### src/rtl/uart_pkg.sv
// Shared UART constants, status bit positions and pointer-width helper.
package uart_pkg;

  localparam int unsigned UART_DATA_W     = 8;
  localparam int unsigned UART_FIFO_DEPTH = 16;

  // Bit positions of the FIFO flags within a future status CSR.
  typedef enum logic [1:0] {
    UART_STAT_EMPTY = 2'd0,
    UART_STAT_FULL  = 2'd1,
    UART_STAT_AFULL = 2'd2,
    UART_STAT_OVF   = 2'd3
  } uart_stat_idx_e;

  function automatic int unsigned uart_ptr_w(input int unsigned depth);
    return $clog2(depth);
  endfunction

endpackage

### src/rtl/uart_rx_fifo_if.sv
// Receiver-to-FIFO strobe and FIFO-to-consumer FWFT valid/ready handshake.
interface uart_rx_fifo_if #(
  parameter int unsigned DATA_W = 8
);
  logic [DATA_W-1:0] rx_data;
  logic              rx_valid;
  logic [DATA_W-1:0] dout;
  logic              dout_valid;
  logic              dout_ready;

  modport master (
    output rx_data, rx_valid, dout_ready,
    input  dout, dout_valid
  );

  modport slave (
    input  rx_data, rx_valid, dout_ready,
    output dout, dout_valid
  );
endinterface

### src/rtl/uart_fifo_mem.sv
// Simple dual-port storage: synchronous write, asynchronous read, no reset.
module uart_fifo_mem #(
  parameter int unsigned DATA_W = 8,
  parameter int unsigned DEPTH  = 16,
  parameter int unsigned PTR_W  = 4
) (
  input  logic              clk,
  input  logic              we,
  input  logic [PTR_W-1:0]  waddr,
  input  logic [DATA_W-1:0] wdata,
  input  logic [PTR_W-1:0]  raddr,
  output logic [DATA_W-1:0] rdata
);
  logic [DATA_W-1:0] mem_q [DEPTH];

  always_ff @(posedge clk) begin
    if (we) mem_q[waddr] <= wdata;
  end

  assign rdata = mem_q[raddr];
endmodule

### src/rtl/uart_rx_fifo.sv
// UART receive byte FIFO with registered FWFT head and sticky overflow.
// Optional drop counter enabled by `define UART_RX_FIFO_DROPCNT_EN.
module uart_rx_fifo
  import uart_pkg::*;
#(
  parameter  int unsigned DATA_W    = UART_DATA_W,
  parameter  int unsigned DEPTH     = UART_FIFO_DEPTH,
  parameter  int unsigned AFULL_LVL = 12,
  localparam int unsigned PTR_W     = uart_ptr_w(DEPTH),
  localparam int unsigned CNT_W     = PTR_W + 1
) (
  input  logic             clk,
  input  logic             arst,
  input  logic             en,
  input  logic             ovf_clr,
  uart_rx_fifo_if.slave    bus,
  output logic [CNT_W-1:0] count,
  output logic             empty,
  output logic             full,
  output logic             afull,
  output logic             overflow
`ifdef UART_RX_FIFO_DROPCNT_EN
  ,
  output logic [7:0]       drop_cnt
`endif
);
  logic [PTR_W-1:0]  wr_ptr_q, wr_ptr_d, rd_ptr_q, rd_ptr_d;
  logic [CNT_W-1:0]  count_q, count_d;
  logic [DATA_W-1:0] dout_q, dout_d, mem_rdata;
  logic              dout_valid_q, dout_valid_d;
  logic              empty_q, empty_d, full_q, full_d, afull_q, afull_d;
  logic              overflow_q, overflow_d;
  logic              push, pop, drop, head_from_rx;

  assign pop  = en && dout_valid_q && bus.dout_ready;
  assign push = en && bus.rx_valid && (!full_q || pop);
  assign drop = en && bus.rx_valid && full_q && !pop;

  // The memory slot at rd_ptr mirrors the head; when the incoming byte becomes
  // the new head it has not been written yet, so it is taken from rx_data.
  assign head_from_rx = push && ((count_q == '0) || ((count_q == CNT_W'(1)) && pop));

  uart_fifo_mem #(
    .DATA_W (DATA_W),
    .DEPTH  (DEPTH),
    .PTR_W  (PTR_W)
  ) u_mem (
    .clk   (clk),
    .we    (push),
    .waddr (wr_ptr_q),
    .wdata (bus.rx_data),
    .raddr (rd_ptr_d),
    .rdata (mem_rdata)
  );

  always_comb begin
    wr_ptr_d     = wr_ptr_q;
    rd_ptr_d     = rd_ptr_q;
    count_d      = count_q;
    dout_d       = dout_q;
    dout_valid_d = dout_valid_q;
    if (!en) begin
      wr_ptr_d     = '0;
      rd_ptr_d     = '0;
      count_d      = '0;
      dout_valid_d = 1'b0;
    end else begin
      if (push) wr_ptr_d = wr_ptr_q + PTR_W'(1);
      if (pop)  rd_ptr_d = rd_ptr_q + PTR_W'(1);
      if (push && !pop)      count_d = count_q + CNT_W'(1);
      else if (pop && !push) count_d = count_q - CNT_W'(1);
      dout_valid_d = (count_d != '0);
      if (count_d != '0) dout_d = head_from_rx ? bus.rx_data : mem_rdata;
    end

    if (drop)         overflow_d = 1'b1;
    else if (ovf_clr) overflow_d = 1'b0;
    else              overflow_d = overflow_q;

    empty_d = (count_d == '0);
    full_d  = (count_d == CNT_W'(DEPTH));
    afull_d = (count_d >= CNT_W'(AFULL_LVL));
  end

  always_ff @(posedge clk or posedge arst) begin
    if (arst) begin
      wr_ptr_q     <= '0;
      rd_ptr_q     <= '0;
      count_q      <= '0;
      dout_q       <= '0;
      dout_valid_q <= 1'b0;
      empty_q      <= 1'b1;
      full_q       <= 1'b0;
      afull_q      <= 1'b0;
      overflow_q   <= 1'b0;
    end else begin
      wr_ptr_q     <= wr_ptr_d;
      rd_ptr_q     <= rd_ptr_d;
      count_q      <= count_d;
      dout_q       <= dout_d;
      dout_valid_q <= dout_valid_d;
      empty_q      <= empty_d;
      full_q       <= full_d;
      afull_q      <= afull_d;
      overflow_q   <= overflow_d;
    end
  end

  assign bus.dout       = dout_q;
  assign bus.dout_valid = dout_valid_q;
  assign count          = count_q;
  assign empty          = empty_q;
  assign full           = full_q;
  assign afull          = afull_q;
  assign overflow       = overflow_q;

`ifdef UART_RX_FIFO_DROPCNT_EN
  logic [7:0] drop_cnt_q, drop_cnt_d;

  always_comb begin
    drop_cnt_d = drop_cnt_q;
    if (ovf_clr)                        drop_cnt_d = '0;
    else if (drop && drop_cnt_q != '1)  drop_cnt_d = drop_cnt_q + 8'd1;
  end

  always_ff @(posedge clk or posedge arst) begin
    if (arst) drop_cnt_q <= '0;
    else      drop_cnt_q <= drop_cnt_d;
  end

  assign drop_cnt = drop_cnt_q;
`endif
endmodule

### src/flat_wrapper.sv
// flat-port wrapper written by rule: the top's interface ports become plain ports
module uart_rx_fifo_flat import uart_pkg::*;
#(
  parameter  int unsigned DATA_W    = UART_DATA_W,
  parameter  int unsigned DEPTH     = UART_FIFO_DEPTH,
  parameter  int unsigned AFULL_LVL = 12,
  localparam int unsigned PTR_W     = uart_ptr_w(DEPTH),
  localparam int unsigned CNT_W     = PTR_W + 1
)
  (clk, arst, en, ovf_clr, count, empty, full, afull, overflow, bus_rx_data, bus_rx_valid, bus_dout_ready, bus_dout, bus_dout_valid);
  uart_rx_fifo_if #(.DATA_W(DATA_W)) bus_i ();
  input  logic clk;
  input  logic arst;
  input  logic en;
  input  logic ovf_clr;
  output logic [CNT_W-1:0] count;
  output logic empty;
  output logic full;
  output logic afull;
  output logic overflow;
  input wire logic [$bits(bus_i.rx_data)-1:0] bus_rx_data;
  input wire logic [$bits(bus_i.rx_valid)-1:0] bus_rx_valid;
  input wire logic [$bits(bus_i.dout_ready)-1:0] bus_dout_ready;
  output wire logic [$bits(bus_i.dout)-1:0] bus_dout;
  output wire logic [$bits(bus_i.dout_valid)-1:0] bus_dout_valid;
  assign bus_i.rx_data = bus_rx_data;
  assign bus_i.rx_valid = bus_rx_valid;
  assign bus_i.dout_ready = bus_dout_ready;
  assign bus_dout = bus_i.dout;
  assign bus_dout_valid = bus_i.dout_valid;
  uart_rx_fifo #(.DATA_W(DATA_W), .DEPTH(DEPTH), .AFULL_LVL(AFULL_LVL)) u_core (.clk(clk), .arst(arst), .en(en), .ovf_clr(ovf_clr), .bus(bus_i), .count(count), .empty(empty), .full(full), .afull(afull), .overflow(overflow));
endmodule
### config.mk
export PLATFORM = sky130hd
export DESIGN_NAME = uart_rx_fifo_flat
export DESIGN_NICKNAME = d
export VERILOG_FILES = /design/src/rtl/uart_pkg.sv /design/src/rtl/uart_rx_fifo_if.sv /design/src/rtl/uart_fifo_mem.sv /design/src/rtl/uart_rx_fifo.sv /design/src/flat_wrapper.sv
export SDC_FILE = /design/constraint.sdc
export NUM_CORES = 1
export LEC_CHECK = 0
export CORE_ASPECT_RATIO = 1.25
export CORE_MARGIN = 2
export CORE_UTILIZATION = 64
export CTS_CLUSTER_SIZE = 28
export DETAILED_ROUTE_END_ITERATION = 10
export PLACE_DENSITY = 0.82
export SLEW_MARGIN = 25
export SYNTH_ARGS = -nofsm -noshare
export SYNTH_HDL_FRONTEND = slang
export SYNTH_HIERARCHICAL = 1
export SYNTH_SLANG_ARGS = --single-unit
### constraint.sdc
create_clock -name clk -period 5.3 [get_ports clk]
set_input_delay 1.06 -clock clk [delete_from_list [all_inputs] [get_ports clk]]
set_output_delay 1.06 -clock clk [all_outputs]
set_load 0.01 [all_outputs]
# ---- Word-level counts from Yosys, hierarchy flattened
# Memory sizes are Yosys's and may differ from the RTL's.
# Index checks and enable logic that the tools add are counted.
# Widths: inputs -> output; s select.
dict set report word_totals {
  ff_bits 26
  ram_bits 128
  input_bits 14
  word_cells 52
  n_memories 1
}
dict set report classes {
  add_sub_neg 4
  n_lt_le_gt_ge 1
  n_eq_ne 3
  n_mux 14
  n_reduce_logical 20
}
# name words word_bits rd rd_ports_with_merged_regs wr line_no
set memory_table {}
lappend memory_table {u_core.u_mem.mem_q 16 8 1 0 1 uart_fifo_mem.sv:14} ;# logic [DATA_W-1:0] mem_q [DEPTH];
# operator n
set op_table {}
lappend op_table {{$mux 5} 4}
lappend op_table {{$mux 4} 4}
lappend op_table {{$logic_and 1x1->1} 10}
lappend op_table {{$logic_not 5->1} 2}
lappend op_table {{$add 4x1->4 const B} 2}
lappend op_table {{$mux 8} 1}
lappend op_table {{$add 5x1->5 const B} 1}
lappend op_table {{$eq 5x1->1 const B} 1}
lappend op_table {{$eq 5x5->1 const B} 1}
lappend op_table {{$ge 5x4->1 const B} 1}
lappend op_table {{$mux 1} 5}
lappend op_table {{$reduce_bool 5->1} 1}
lappend op_table {{$sub 5x1->5 const B} 1}
lappend op_table {{$logic_not 1->1} 3}
lappend op_table {{$logic_or 1x1->1} 2}
lappend op_table {{$ne 2x1->1 const B} 1}
lappend op_table {{$reduce_and 2->1} 1}
lappend op_table {{$reduce_bool 2->1} 1}

# ---- Depth between registers and ports, before layout
# Gate-level depths: netlist of run 1.
dict set report logic_depth {
  word_depth 11
  ltp_mapped 11
  depth_no_buf 9
}

# ---- Modules after synthesis
# Netlist of run 1, hierarchy kept.
# mod n_inst cells_each area_per_inst_um2 seq_area_each_um2
set by_module_without_submodules {}
lappend by_module_without_submodules {uart_fifo_mem 1 221 4987.3 3843.7}
lappend by_module_without_submodules {uart_rx_fifo 1 127 1432.6 651.9}

# ---- Worst setup path before layout of run 1
# Ideal clock, no wire load.
dict set report synth_timing {
  path_kind {input -> register}
  from {input en}
  to {register u_core.dout_q[4], in the netlist u_core/bus.dout[4]}
  setup_ps 125
  arrival_time_ps 3147
  setup_slack_ps 2028
  path_stages 9
  n_path_buf 3
  path_cell_list {buf_2 > clkbuf_1 > a21boi_0 > buf_2 > mux4_2 > a22oi_1 > nand2_1 > mux2_2 > mux2_4}
}
dict set report synth_between {
  word_cells_on_any_way 21
}
# item line_no
set synth_lines {}
lappend synth_lines {{from (decl)} flat_wrapper.sv:14} ;# input logic en;
lappend synth_lines {{$logic_and 1x1->1 (2 in a row)} uart_rx_fifo.sv:35} ;# assign pop = en && dout_valid_q && bus.dout_ready;
lappend synth_lines {{$mux 4} uart_rx_fifo.sv:69} ;# if (pop) rd_ptr_d = rd_ptr_q + PTR_W'(1);
lappend synth_lines {{$mux 4 *} uart_rx_fifo.sv:62} ;# if (!en) begin
lappend synth_lines {{named net u_core.rd_ptr_d[1]} uart_rx_fifo.sv:27} ;# logic [PTR_W-1:0] wr_ptr_q, wr_ptr_d, rd_ptr_q, rd_ptr_d;
lappend synth_lines {{$mem_v2 16x8 *} --}
lappend synth_lines {{named net u_core.mem_rdata[4]} uart_rx_fifo.sv:29} ;# logic [DATA_W-1:0] dout_q, dout_d, mem_rdata;
lappend synth_lines {{$mux 8 *} uart_rx_fifo.sv:73} ;# if (count_d != '0) dout_d = head_from_rx ? bus.rx_data : mem_rdata;
lappend synth_lines {{to (signal assigned)} uart_rx_fifo.sv:100} ;# dout_q <= dout_d;
lappend synth_lines {{to (decl)} uart_rx_fifo.sv:29}
# The timed path passes the listed nets; every way through them passes the cells marked *. The select of a mux whose other input is x is not followed.
# A chain may end at the register's enable or synchronous reset.

# ---- Final worst setup path of run 1
dict set report layout_timing {
  from {input bus_dout_ready}
  to {register u_core.dout_q[3], in the netlist u_core/bus.dout[3]}
}
dict set report layout_between {
  word_cells_on_any_way 19
}
# item line_no
set layout_lines {}
lappend layout_lines {{from (decl)} flat_wrapper.sv:23} ;# input wire logic [$bits(bus_i.dout_ready)-1:0] bus_dout_ready;
lappend layout_lines {{$logic_and 1x1->1} uart_rx_fifo.sv:35}
lappend layout_lines {{$mux 4} uart_rx_fifo.sv:69}
lappend layout_lines {{$mux 4} uart_rx_fifo.sv:62}
lappend layout_lines {{named net u_core.rd_ptr_d[0]} uart_rx_fifo.sv:27}
lappend layout_lines {{$mem_v2 16x8} --}
lappend layout_lines {{named net u_core.mem_rdata[3]} uart_rx_fifo.sv:29}
lappend layout_lines {{$mux 8} uart_rx_fifo.sv:73}
# The timed path passes the listed nets, and every way through them passes these cells. The select of a mux whose other input is x is not followed.

==> results, run 1 <==
- The flow ran to the end, and the final reports show no timing, DRC or antenna violations.
- The number of maximum-capacitance constraint violations is 0.
- The aggregate routed wire length is 13800 µm.
- The type of the setup path with the least slack is in -> reg.
- The endpoint kind of the worst setup timing path is a register.
- After the first detailed-routing iteration, the DRC count stood at 339.
- The number of nets in the layout is 415.
- In this run the static leakage power is 2.61 nW.
- Dividing the detail-routed wire length by the instance count gives 25.8 µm.
- VDD sags by at most 348 µV.
- The period utilization is 0.745.
- The count of state elements after synthesis is 154.
- The HPWL after detailed placement is 7980 µm.
- The antenna diode count is 0.
- Setup repair after global routing left no endpoint under its margin.
- The final design instance area without fill is 0.00750 mm².
- The proportion of layout cells with a drive suffix above 1 is 0.206.
- STA puts the critical path data arrival time at 4.26 ns.
- After technology mapping, the gate count stands at 348.
- The maximum fanout along the worst path is 19.
- The maximum buffer depth of the clock tree is 2.
- The count of nets left with antenna violations once routing finished came out at 0.
- From bottom edge to top edge, the die measures 116 µm.
- The detailed-router iteration count before antenna repair is 5.
- Subtracting the final worst setup slack from the clock period gives 3.95 ns.
- The master cell of the clock root buffer is sky130_fd_sc_hd__clkbuf_16.
- The number of port buffers is 31.
- The setup clock skew after layout is 0.00962 ns.
- The number of setup buffers added after CTS is 0.
- Power spread over the standard cell area amounts to 414 mW/mm².
- Gates resized during post-CTS repair numbered 0.
- The I/O pin total is 32.
- The initial antenna violation count is 0.
- Detailed routing inserted a total of 3470 vias.
- The number of enable flip-flop cells after synthesis is 128.
- Yosys printed 6 warnings.
- Entering global routing, the biggest net connects 27 pins.
- The sequential fraction of the synthesis area is 0.700.
- In the layout the commonest cells are 128 x sky130_fd_sc_hd__edfxtp_1, 31 x sky130_fd_sc_hd__clkdlybuf4s50_1, 25 x sky130_fd_sc_hd__dfrtp_1, 23 x sky130_fd_sc_hd__nand2_1, 18 x sky130_fd_sc_hd__mux4_2.
- The maximum clock frequency is 253 MHz.
- Dividing the detail-routed via count by the number of cells gives 6.50.
- The insertion delay to the later sink of the worst-skew pair is 0.42 ns.
- The number of hold buffers added after CTS was 0.
- The cell depth of the worst min-delay path is 1.
- The initial utilization of the core area, before any placement, comes to 0.661.
- In this run, CTS created clock tree buffers numbering 17.
- The data required time of the critical path is 5.61 ns.
- The final routed DRC violation total is 0.
- The aggregate global-route resource usage is 0.278.
- Once placement finished, the instance area stood at 0.00687 mm².
- Adding up every negative setup slack in the final design gives 0 ns.
- Row generation in the floorplan step produced 40 rows.
- The fraction of synthesis flops using an asynchronous set or reset pin is 0.169.
- The normalized max-slew margin is 0.289.
- The mapped cell area is 0.00642 mm².
- For the pin with the worst max-slew slack, the measured transition is 1.06 ns.
- The placer congestion estimate is 0.816.
- STA classifies the critical path startpoint as an input port.
- The floorplan step defined a core boundary enclosing 0.00971 mm².
- The post-CTS clock slew at the launch and capture registers of the worst setup and hold paths is 0.06 ns.
- The number of global-route vias before repair is 3528.
- The number of cells on the worst reg-to-reg path is 9.
- The number of distinct library cells after synthesis is 49.
- The number of endpoints with negative hold slack in the final report came to 0.
- The count of pins over their slew limit was 0.
- Setup violations remaining at the end of the flow were counted as 0.
- The mean post-synth cell area is 18.4 µm².
- The die boundary width is 93.6 µm.
- The number of nets in the synthesized netlist is 368.
- TritonCTS built the clock tree.
- In the synthesized netlist the dominant register cell turns out to be sky130_fd_sc_hd__edfxtp_1.
- Summed over all layers, the global routing overflow is 0.
- The H-tree generated during clock tree synthesis spans 4 levels.
- The first global-routing pass estimated 20800 µm of wire.
- The post-synthesis to final-layout area growth is 16.8%.
- The commonest non-fill, non-tap cell in the layout is sky130_fd_sc_hd__edfxtp_1.
- The die covers 0.0109 mm².
- For this run, the share of the core covered by cells in the final layout is 0.772.
- CTS saw 154 sinks.
- The worst min-delay path class is reg -> reg.
==> cell usage after synthesis (2+ instances only) <==
master,n,area [µm²]
sky130_fd_sc_hd__nor4b_1,2,17.5
sky130_fd_sc_hd__a22oi_1,17,128
sky130_fd_sc_hd__xnor2_1,5,43.8
sky130_fd_sc_hd__mux2_2,8,90.1
sky130_fd_sc_hd__edfxtp_1,128,3840
sky130_fd_sc_hd__a31oi_1,2,12.5
sky130_fd_sc_hd__a21oi_1,2,10.0
sky130_fd_sc_hd__nor4_1,2,12.5
sky130_fd_sc_hd__nor2_1,16,60.1
sky130_fd_sc_hd__nand3_1,2,10.0
sky130_fd_sc_hd__buf_2,6,30.0
sky130_fd_sc_hd__dfrtp_1,25,626
sky130_fd_sc_hd__and3_1,3,18.8
sky130_fd_sc_hd__o21ai_0,2,10.0
sky130_fd_sc_hd__nand3b_1,2,15.0
sky130_fd_sc_hd__ha_1,6,75.1
sky130_fd_sc_hd__nor2b_1,3,18.8
sky130_fd_sc_hd__mux4_1,14,368
sky130_fd_sc_hd__mux2_4,8,120
sky130_fd_sc_hd__mux4_2,18,405
sky130_fd_sc_hd__mux2i_1,2,20.0
sky130_fd_sc_hd__clkdlybuf4s25_2,3,30.0
sky130_fd_sc_hd__buf_6,4,45.0
sky130_fd_sc_hd__nand4_1,2,12.5
sky130_fd_sc_hd__nor3_1,5,25.0
sky130_fd_sc_hd__inv_1,5,18.8
sky130_fd_sc_hd__xor2_1,2,17.5
sky130_fd_sc_hd__and2_1,7,43.8
sky130_fd_sc_hd__o211ai_1,2,15.0
sky130_fd_sc_hd__nand2b_1,4,25.0
sky130_fd_sc_hd__nand2_1,23,86.3
==> area by class of cell <==
type,instances,area (µm²)
Multi-Input combinational cell,174,1790
Fill cell,505,2210
Tap cell,126,158
Clock buffer,22,464
Sequential cell,154,4500
Inverter,5,18.8
Clock inverter,10,165
Timing Repair Buffer,43,400
==> logic make-up after synthesis <==
kind of cell / share of synthesized area
flops: 0.700
simple gates: 0.0667
mux: 0.156
compound gates: 0.0345
buf+inv: 0.0210
xor+xnor: 0.00955
fa+ha+maj: 0.0117
==> sequential cells by signal, summed over array words and instances (netlist names) <==
register               count
u_core/count               5
u_core/u_mem/mem_q       128
u_core/wr_ptr_q            4
u_core/rd_ptr_q            4
u_core/full                1
u_core/overflow            1
u_core/bus.dout_valid      1
u_core/empty               1
u_core/bus.dout            8
u_core/afull               1
==> per-layer routing <==
metal  vias to the layer above  wire length [µm]  track usage
met5                         -                 0            0
met4                         0               340        0.100
met3                        32              1030       0.0878
met2                       201              7250        0.469
met1                      1746              5130        0.342
li1                       1491                 -            -
==> metrics by stage <==
stage	power (mW)	hold slack, ns	setup slack (ns)	cells
floorplan	1.68	0.552	2.03	348
global placement	1.83	0.503	1.03	502
detailed placement	1.84	0.506	0.947	502
CTS	3.12	0.522	1.38	534
global route	3.20	0.544	1.19	534
finish	3.11	0.519	1.35	534
==> final timing paths <==
kind                                            start                    end  slack (ns)
max in group asynchronous                        arst        u_core/overflow        3.91
worst min register to register     u_core/bus.dout[7]     u_core/bus.dout[7]        0.52
worst max register to register  u_core/bus.dout_valid     u_core/bus.dout[3]        2.05
min in group asynchronous                        arst  u_core/bus.dout_valid        1.01
worst max-delay path                   bus_dout_ready     u_core/bus.dout[3]        1.35
worst min-delay path               u_core/bus.dout[7]     u_core/bus.dout[7]        0.52
==> worst max-delay path, cell delays in order <==
cell and delay (ns):
sky130_fd_sc_hd__clkdlybuf4s50_1 0.47, sky130_fd_sc_hd__nand2_1 0.20, sky130_fd_sc_hd__xnor2_1 0.19, sky130_fd_sc_hd__and2_2 0.58, sky130_fd_sc_hd__buf_4 0.31, sky130_fd_sc_hd__mux4_1 0.57
sky130_fd_sc_hd__a22oi_1 0.25, sky130_fd_sc_hd__nand2_1 0.09, sky130_fd_sc_hd__mux2_2 0.28, sky130_fd_sc_hd__mux2_4 0.25
==> report_power, final <==
part | total [mW] | leakage (nW) | switching [mW] | internal [mW]
combinational | 0.413 | 0.822 | 0.185 | 0.228
sequential | 1.42 | 1.49 | 0.0517 | 1.37
clock | 1.28 | 0.297 | 0.462 | 0.815
total | 3.11 | 2.61 | 0.698 | 2.41
(Power assumes the default switching activity.)
==> run 2, diff against run 1 <==
CORE_UTILIZATION = 60   (was 64)
PLACE_DENSITY = 0.78   (was 0.82)
clock period = 4.1 ns   (was 5.3 ns; I/O delays follow)
==> results, run 2 (synthesis results as in run 1) <==
- The number of maximum-capacitance constraint violations is 0 (unchanged).
- The residual antenna-violating net count after detailed routing is 0 (unchanged).
- The commonest non-fill, non-tap cell in the layout is sky130_fd_sc_hd__edfxtp_1 (unchanged).
- The die area is 0.0115 mm² (was 0.0109 mm²).
- The row count came to 42 (was 40).
- The number of H-tree levels was 4 (unchanged).
- The footprint of the multi-input gates was 0.00179 mm² (unchanged).
- Setup repair after global routing missed its margin: false (unchanged).
- The aggregate global-route resource usage is 0.253 (was 0.278).
- The pin count of the biggest net entering global routing was 34 (was 27).
- The number of nets in the layout is 421 (was 415).
- The I/O pin total is 32 (unchanged).
- The number of port buffers is 31 (unchanged).
- The post-layout minimum cycle time is 3.33 ns.
- The detailed placer's ending HPWL is 8310 µm (was 7980 µm).
- The initial core utilization is 0.611 (was 0.661).
- The leakage component of the power is 2.66 nW (was 2.61 nW).
- The normalized max-slew margin is 0.408 (was 0.289).
- The die boundary width is 96.5 µm (was 93.6 µm).
- The maximum buffer depth of the clock tree came to 2 (unchanged).
- The slew at the pin closest to its max-slew limit came to 0.885 ns (was 1.06 ns).
- The power density of the placed cells was 529 mW/mm² (was 414 mW/mm²).
- The setup-violating endpoint count in the final report came to 0 (unchanged).
- The number of flip-flops under the largest register name came to 128 (unchanged).
- Static timing analysis puts the maximum clock frequency at 300 MHz.
- The maximum resistive drop on vdd is 438 µV (was 348 µV).
- The register area is 0.00450 mm² (unchanged).
- The total overflow reported by the global router is 0 (unchanged).
- The endpoint kind of the worst setup timing path is a register (unchanged).
- The via total after detailed routing came to 3517 (was 3470).
- The TritonCTS clock tree is done (unchanged).
- The number of gates resized after cts is 0 (unchanged).
- The number of hold-repair buffers added at the cts stage came to 0 (unchanged).
- The data required time of the critical path is 4.40 ns (was 5.61 ns).
- The number of endpoints with negative hold slack in the final report was 0 (unchanged).
- The total negative slack for setup checks is 0 ns (unchanged).
- The proportion of layout cells with a drive suffix above 1 was 0.222 (was 0.206).
- The detailed-route wire length per cell is 24.7 µm (was 25.8 µm).
- The period utilization is 0.812.
- The global-route wire length before repair came to 20200 µm (was 20800 µm).
- The detailed-router iteration count before antenna repair is 5 (unchanged).
- The arrival time at the worst endpoint came to 3.63 ns (was 4.26 ns).
- The aggregate routed wire length is 13500 µm (was 13800 µm).
- The worst min-delay path class was reg -> reg (unchanged).
- The post-CTS clock slew at the launch and capture registers of the worst setup and hold paths is 0.06 ns (about the same).
- The initial antenna violation count is 0 (unchanged).
- The placer congestion estimate was 0.735 (was 0.816).
- The number of inserted filler cells in the final layout is 630 (was 505).
- Status: completed (unchanged).
- The startpoint type of the worst setup path is an input port (unchanged).
- The total chip power came to 4.00 mW (was 3.11 mW).
- Commonest cells after routing, fill and taps aside: 128 x sky130_fd_sc_hd__edfxtp_1, 31 x sky130_fd_sc_hd__clkdlybuf4s50_1, 25 x sky130_fd_sc_hd__dfrtp_1, 23 x sky130_fd_sc_hd__nand2_1, 18 x sky130_fd_sc_hd__mux4_2 (unchanged).
- The TritonCTS buffer count was 17 (unchanged).
- The via density per instance came to 6.44 (was 6.50).
- The antenna diode count is 0 (unchanged).
- The sink count of the clock tree came to 154 (unchanged).
- The final routed DRC violation total is 0 (unchanged).
- The standard cell core area is 0.0105 mm² (was 0.00971 mm²).
- The maximum fanout along the worst path is 33 (was 19).
- The number of global-route vias before repair came to 3601 (was 3528).
- The type of the setup path with the least slack is in -> reg (unchanged).
- The setup clock skew after layout is 0.00886 ns (was 0.00962 ns).
- The insertion delay to the later sink of the worst-skew pair is 0.41 ns (was 0.42 ns).
- The largest register by flop count is u_core/u_mem/mem_q (unchanged).
- The post-synthesis to final-layout area growth is 17.9% (was 16.8%).
- The vertical die dimension came to 120 µm (was 116 µm).
- The master cell of the clock root buffer is sky130_fd_sc_hd__clkbuf_16 (unchanged).
- The number of setup buffers added after CTS is 0 (unchanged).
- The detailed router's first-iteration violation count came to 367 (was 339).
- The number of placed instances with taps included came to 514 (was 502).
- The final standard cell count with taps included and fillers excluded is 546 (was 534).
- The count of pins over their slew limit is 0 (unchanged).
==> run 2: changes by cell type in the layout (fill, tap and decap cells not counted) <==
cell,change
sky130_fd_sc_hd__clkbuf_1,-2
sky130_fd_sc_hd__clkinvlp_4,-2
sky130_fd_sc_hd__buf_12,+2
sky130_fd_sc_hd__clkinv_2,+4
sky130_fd_sc_hd__buf_4,+4
==> run 2: layout make-up <==
cell class | count | share of cell area
clock inverters | 12 | 0.0225
well taps | 132 | 0.0218
inverters | 5 | 0.00248
clock buffers | 20 | 0.0603
multi-input cells | 174 | 0.237
flip-flops and latches | 154 | 0.594
repair buffers | 49 | 0.0621
==> run 2: metrics by stage <==
| step | cell area (µm²) | hold slack, ns | setup WS [ns] | util |
|---|---|---|---|---|
| after floorplan | 6420 | 0.552 | 1.07 | - |
| after global placement | 6940 | 0.498 | 0.495 | 0.661 |
| after detailed placement | 6940 | 0.520 | 0.396 | 0.661 |
| after CTS | 7570 | 0.538 | 0.785 | 0.720 |
| after global routing | 7570 | 0.549 | 0.624 | 0.720 |
| final | 7570 | 0.526 | 0.769 | 0.720 |
==> run 2: power breakdown <==
group / leakage, nW / switching [mW] / internal (mW)
Combinational: 0.861 / 0.242 / 0.300
Clock: 0.310 / 0.582 / 1.05
Sequential: 1.49 / 0.0627 / 1.77
==> run 2: worst max-delay path, cell delays in order <==
cell and delay [ns]:
sky130_fd_sc_hd__clkdlybuf4s50_1 0.47, sky130_fd_sc_hd__nand2_1 0.15, sky130_fd_sc_hd__xnor2_1 0.18, sky130_fd_sc_hd__and2_2 0.18, sky130_fd_sc_hd__buf_12 0.25, sky130_fd_sc_hd__mux4_2 0.57
sky130_fd_sc_hd__a22oi_1 0.31, sky130_fd_sc_hd__nand2_1 0.12, sky130_fd_sc_hd__mux2_2 0.28, sky130_fd_sc_hd__mux2_4 0.26
==> run 2: worst paths after layout <==
path	startpoint	to	slack [ns]	cells past startpoint
worst min-delay path	u_core/bus.dout[7]	u_core/bus.dout[7]	0.53	1
worst max register to register	u_core/bus.dout_valid	u_core/bus.dout[0]	1.22	9
max in group asynchronous	arst	u_core/bus.dout[3]	2.93	2
min in group asynchronous	arst	u_core/count[3]	0.79	2
worst min register to register	u_core/bus.dout[7]	u_core/bus.dout[7]	0.53	1
worst max-delay path	bus_dout_ready	u_core/bus.dout[0]	0.77	10
==> run 2: metal layers <==
layer | global-route usage | up-vias | wire, µm
met1 | 0.306 | 1803 | 5050
met4 | 0.114 | 0 | 385
met2 | 0.421 | 180 | 7210
met3 | 0.0722 | 34 | 814
met5 | 0 | - | 0
li1 | - | 1500 | -
==> run 3, diff against run 2 <==
clock period = 3.22 ns   (was 4.1 ns; I/O delays follow)
==> results, run 3 (synthesis results as in run 1) <==
- Status: completed (unchanged).
- The setup clock skew after layout was 0.00727 ns (was 0.00886 ns).
- The post-CTS clock slew at the launch and capture registers of the worst setup and hold paths was 0.06 ns (about the same).
- The row count is 42 (unchanged).
- The aggregate global-route resource usage is 0.254 (was 0.253).
- The pin count of the biggest net entering global routing is 29 (was 34).
- The initial core utilization came to 0.611 (unchanged).
- The maximum resistive drop on vdd is 436 µV (was 438 µV).
- The slew at the pin closest to its max-slew limit came to 0.824 ns (was 0.885 ns).
- The TritonCTS buffer count is 17 (unchanged).
- The residual antenna-violating net count after detailed routing is 0 (unchanged).
- The leakage component of the power was 2.74 nW (was 2.66 nW).
- The detailed router's first-iteration violation count came to 329 (was 367).
- The number of global-route vias before repair is 3676 (was 3601).
- The die area came to 0.0115 mm² (unchanged).
- The post-synthesis to final-layout area growth is 20.1% (was 17.9%).
- The data required time of the critical path is 3.52 ns (was 4.40 ns).
- The number of endpoints with negative hold slack in the final report was 0 (unchanged).
- The largest stage delay on the critical path is 0.62 ns (was 0.57 ns).
- The endpoint kind of the worst setup timing path is a register (unchanged).
- The type of the setup path with the least slack is in -> reg (unchanged).
- Setup repair after global routing missed its margin: false (unchanged).
- The arrival time at the worst endpoint is 3.40 ns (was 3.63 ns).
- The placed standard-cell area is 0.00716 mm² (was 0.00694 mm²).
- The vertical die dimension is 120 µm (unchanged).
- The setup-violating endpoint count in the final report is 0 (unchanged).
- The antenna diode count was 0 (unchanged).
- The number of nets in the layout is 446 (was 421).
- The via total after detailed routing is 3552 (was 3517).
- Critical path cell sequence: clkdlybuf4s50_1, nand2_1, xnor2_1, and2_2, buf_12, buf_12, mux4_1, a22oi_2, nand2_1, mux2_2, mux2_4 (was clkdlybuf4s50_1, nand2_1, xnor2_1, and2_2, buf_12, mux4_2, a22oi_1, nand2_1, mux2_2, mux2_4).
- The TritonCTS clock tree is done (unchanged).
- Of the available clock period, the critical path in the final layout requires 0.963.
- The aggregate routed wire length is 13400 µm (was 13500 µm).
- The insertion delay to the later sink of the worst-skew pair is 0.41 ns (about the same).
- The worst min-delay path class is reg -> reg (unchanged).
- The initial antenna violation count is 0 (unchanged).
- The number of H-tree levels is 4 (unchanged).
- Subtracting the final worst setup slack from the clock period gives 3.10 ns.
- The sink count of the clock tree is 154 (unchanged).
- The number of flip-flops under the largest register name is 128 (unchanged).
- The proportion of layout cells with a drive suffix above 1 is 0.269 (was 0.222).
- The count of pins over their slew limit came to 0 (unchanged).
- The final design instance area without fill came to 0.00771 mm² (was 0.00757 mm²).
- The largest register by flop count is u_core/u_mem/mem_q (unchanged).
- The worst hold-check slack is 0.529 ns (was 0.526 ns).
- The maximum buffer depth of the clock tree is 2 (unchanged).
- The normalized max-slew margin is 0.450 (was 0.408).
- Commonest cells after routing, fill and taps aside: 128 x sky130_fd_sc_hd__edfxtp_1, 39 x sky130_fd_sc_hd__buf_4, 31 x sky130_fd_sc_hd__clkdlybuf4s50_1, 25 x sky130_fd_sc_hd__dfrtp_1, 23 x sky130_fd_sc_hd__nand2_1 (was 128 x sky130_fd_sc_hd__edfxtp_1, 31 x sky130_fd_sc_hd__clkdlybuf4s50_1, 25 x sky130_fd_sc_hd__dfrtp_1, 23 x sky130_fd_sc_hd__nand2_1, 18 x sky130_fd_sc_hd__mux4_2).
- The number of port buffers is 31 (unchanged).
- The master cell of the clock root buffer was sky130_fd_sc_hd__clkbuf_16 (unchanged).
- The die boundary width is 96.5 µm (unchanged).
- The detailed placer's ending HPWL is 8680 µm (was 8310 µm).
- The detailed-route wire length per cell is 23.5 µm (was 24.7 µm).
- The standard cell core area was 0.0105 mm² (unchanged).
- The maximum fanout along the worst path is 19 (was 33).
- The final routed DRC violation total is 0 (unchanged).
- The cell with the largest stage delay on the worst path is sky130_fd_sc_hd__mux4_1 (was sky130_fd_sc_hd__mux4_2).
- The placer congestion estimate was 0.814 (was 0.735).
- The total overflow reported by the global router is 0 (unchanged).
- The number of hold-repair buffers added at the cts stage is 0 (unchanged).
- The via density per instance was 6.22 (was 6.44).
- The global-route wire length before repair was 20700 µm (was 20200 µm).
- Timing would allow up to 323 MHz.
- The power density of the placed cells is 629 mW/mm² (was 529 mW/mm²).
- The commonest non-fill, non-tap cell in the layout is sky130_fd_sc_hd__edfxtp_1 (unchanged).
- The startpoint type of the worst setup path is an input port (unchanged).
- The detailed-router iteration count before antenna repair is 4 (was 5).
- The I/O pin total came to 32 (unchanged).
- The number of maximum-capacitance constraint violations came to 0 (unchanged).
run 3: final timing paths:
| path | from | end | slack [ns] | cells past startpoint |
|---|---|---|---|---|
| min in group asynchronous | arst | u_core/afull | 0.59 | 3 |
| setup reg to reg | u_core/bus.dout_valid | u_core/bus.dout[5] | 0.43 | 10 |
| hold reg to reg | u_core/bus.dout[1] | u_core/bus.dout[1] | 0.53 | 1 |
| max in group asynchronous | arst | u_core/empty | 2.32 | 3 |
| hold / removal | u_core/bus.dout[1] | u_core/bus.dout[1] | 0.53 | 1 |
| setup / recovery | bus_dout_ready | u_core/bus.dout[5] | 0.12 | 11 |
run 3: where the power goes:
| part | internal, mW | total, mW | leakage, nW | switching (mW) |
|---|---|---|---|---|
| clock network | 0.994 | 1.78 | 0.258 | 0.783 |
| logic | 0.426 | 0.741 | 0.997 | 0.314 |
| registers | 2.25 | 2.33 | 1.49 | 0.0797 |
run 3: timing repair:
item                       CTS  global route
setup endpoints to repair    0             2
setup buffers                0             0
resized for setup            0             2
run 3: metal layers:
metal  vias to the layer above  track usage  wire length (µm)  part of all wire
li1                       1554            -                 -                 -
met1                      1855        0.313              5330              0.40
met2                       119        0.426              7210              0.54
met3                        24       0.0603               542             0.040
met4                         0        0.113               329             0.025
met5                         -            0                 0                 0
run 3: final cells by class:
cell class / instances / area [µm²]
timing repair buffer: 74 / 683
sequential: 154 / 4500
inverter: 5 / 18.8
clock buffer: 17 / 425
tap: 132 / 165
fill: 628 / 2800
multi-input combinational: 174 / 1800
clock inverter: 15 / 115
run 3: stage by stage:
stage	power, mW	setup WS (ns)	cells	utilization	setup TNS (ns)
final	4.84	0.120	571	0.733	0
after global routing	5.02	0.0246	571	0.733	0
after CTS	4.87	0.102	571	0.732	0
after detailed placement	3.09	-0.244	539	0.681	-1.22
after global placement	3.07	-0.239	539	0.681	-1.26
after floorplan	2.76	0.364	348	-	0
run 3: worst max-delay path: cells and delay by family:
kind / cells / cell delay [ns]
xor gates and xnor gates: 1 / 0.13
and+or+nand+nor: 3 / 0.37
buffers and inverters: 3 / 0.82
AOI/OAI and AO/OA: 1 / 0.25
muxes: 3 / 1.16
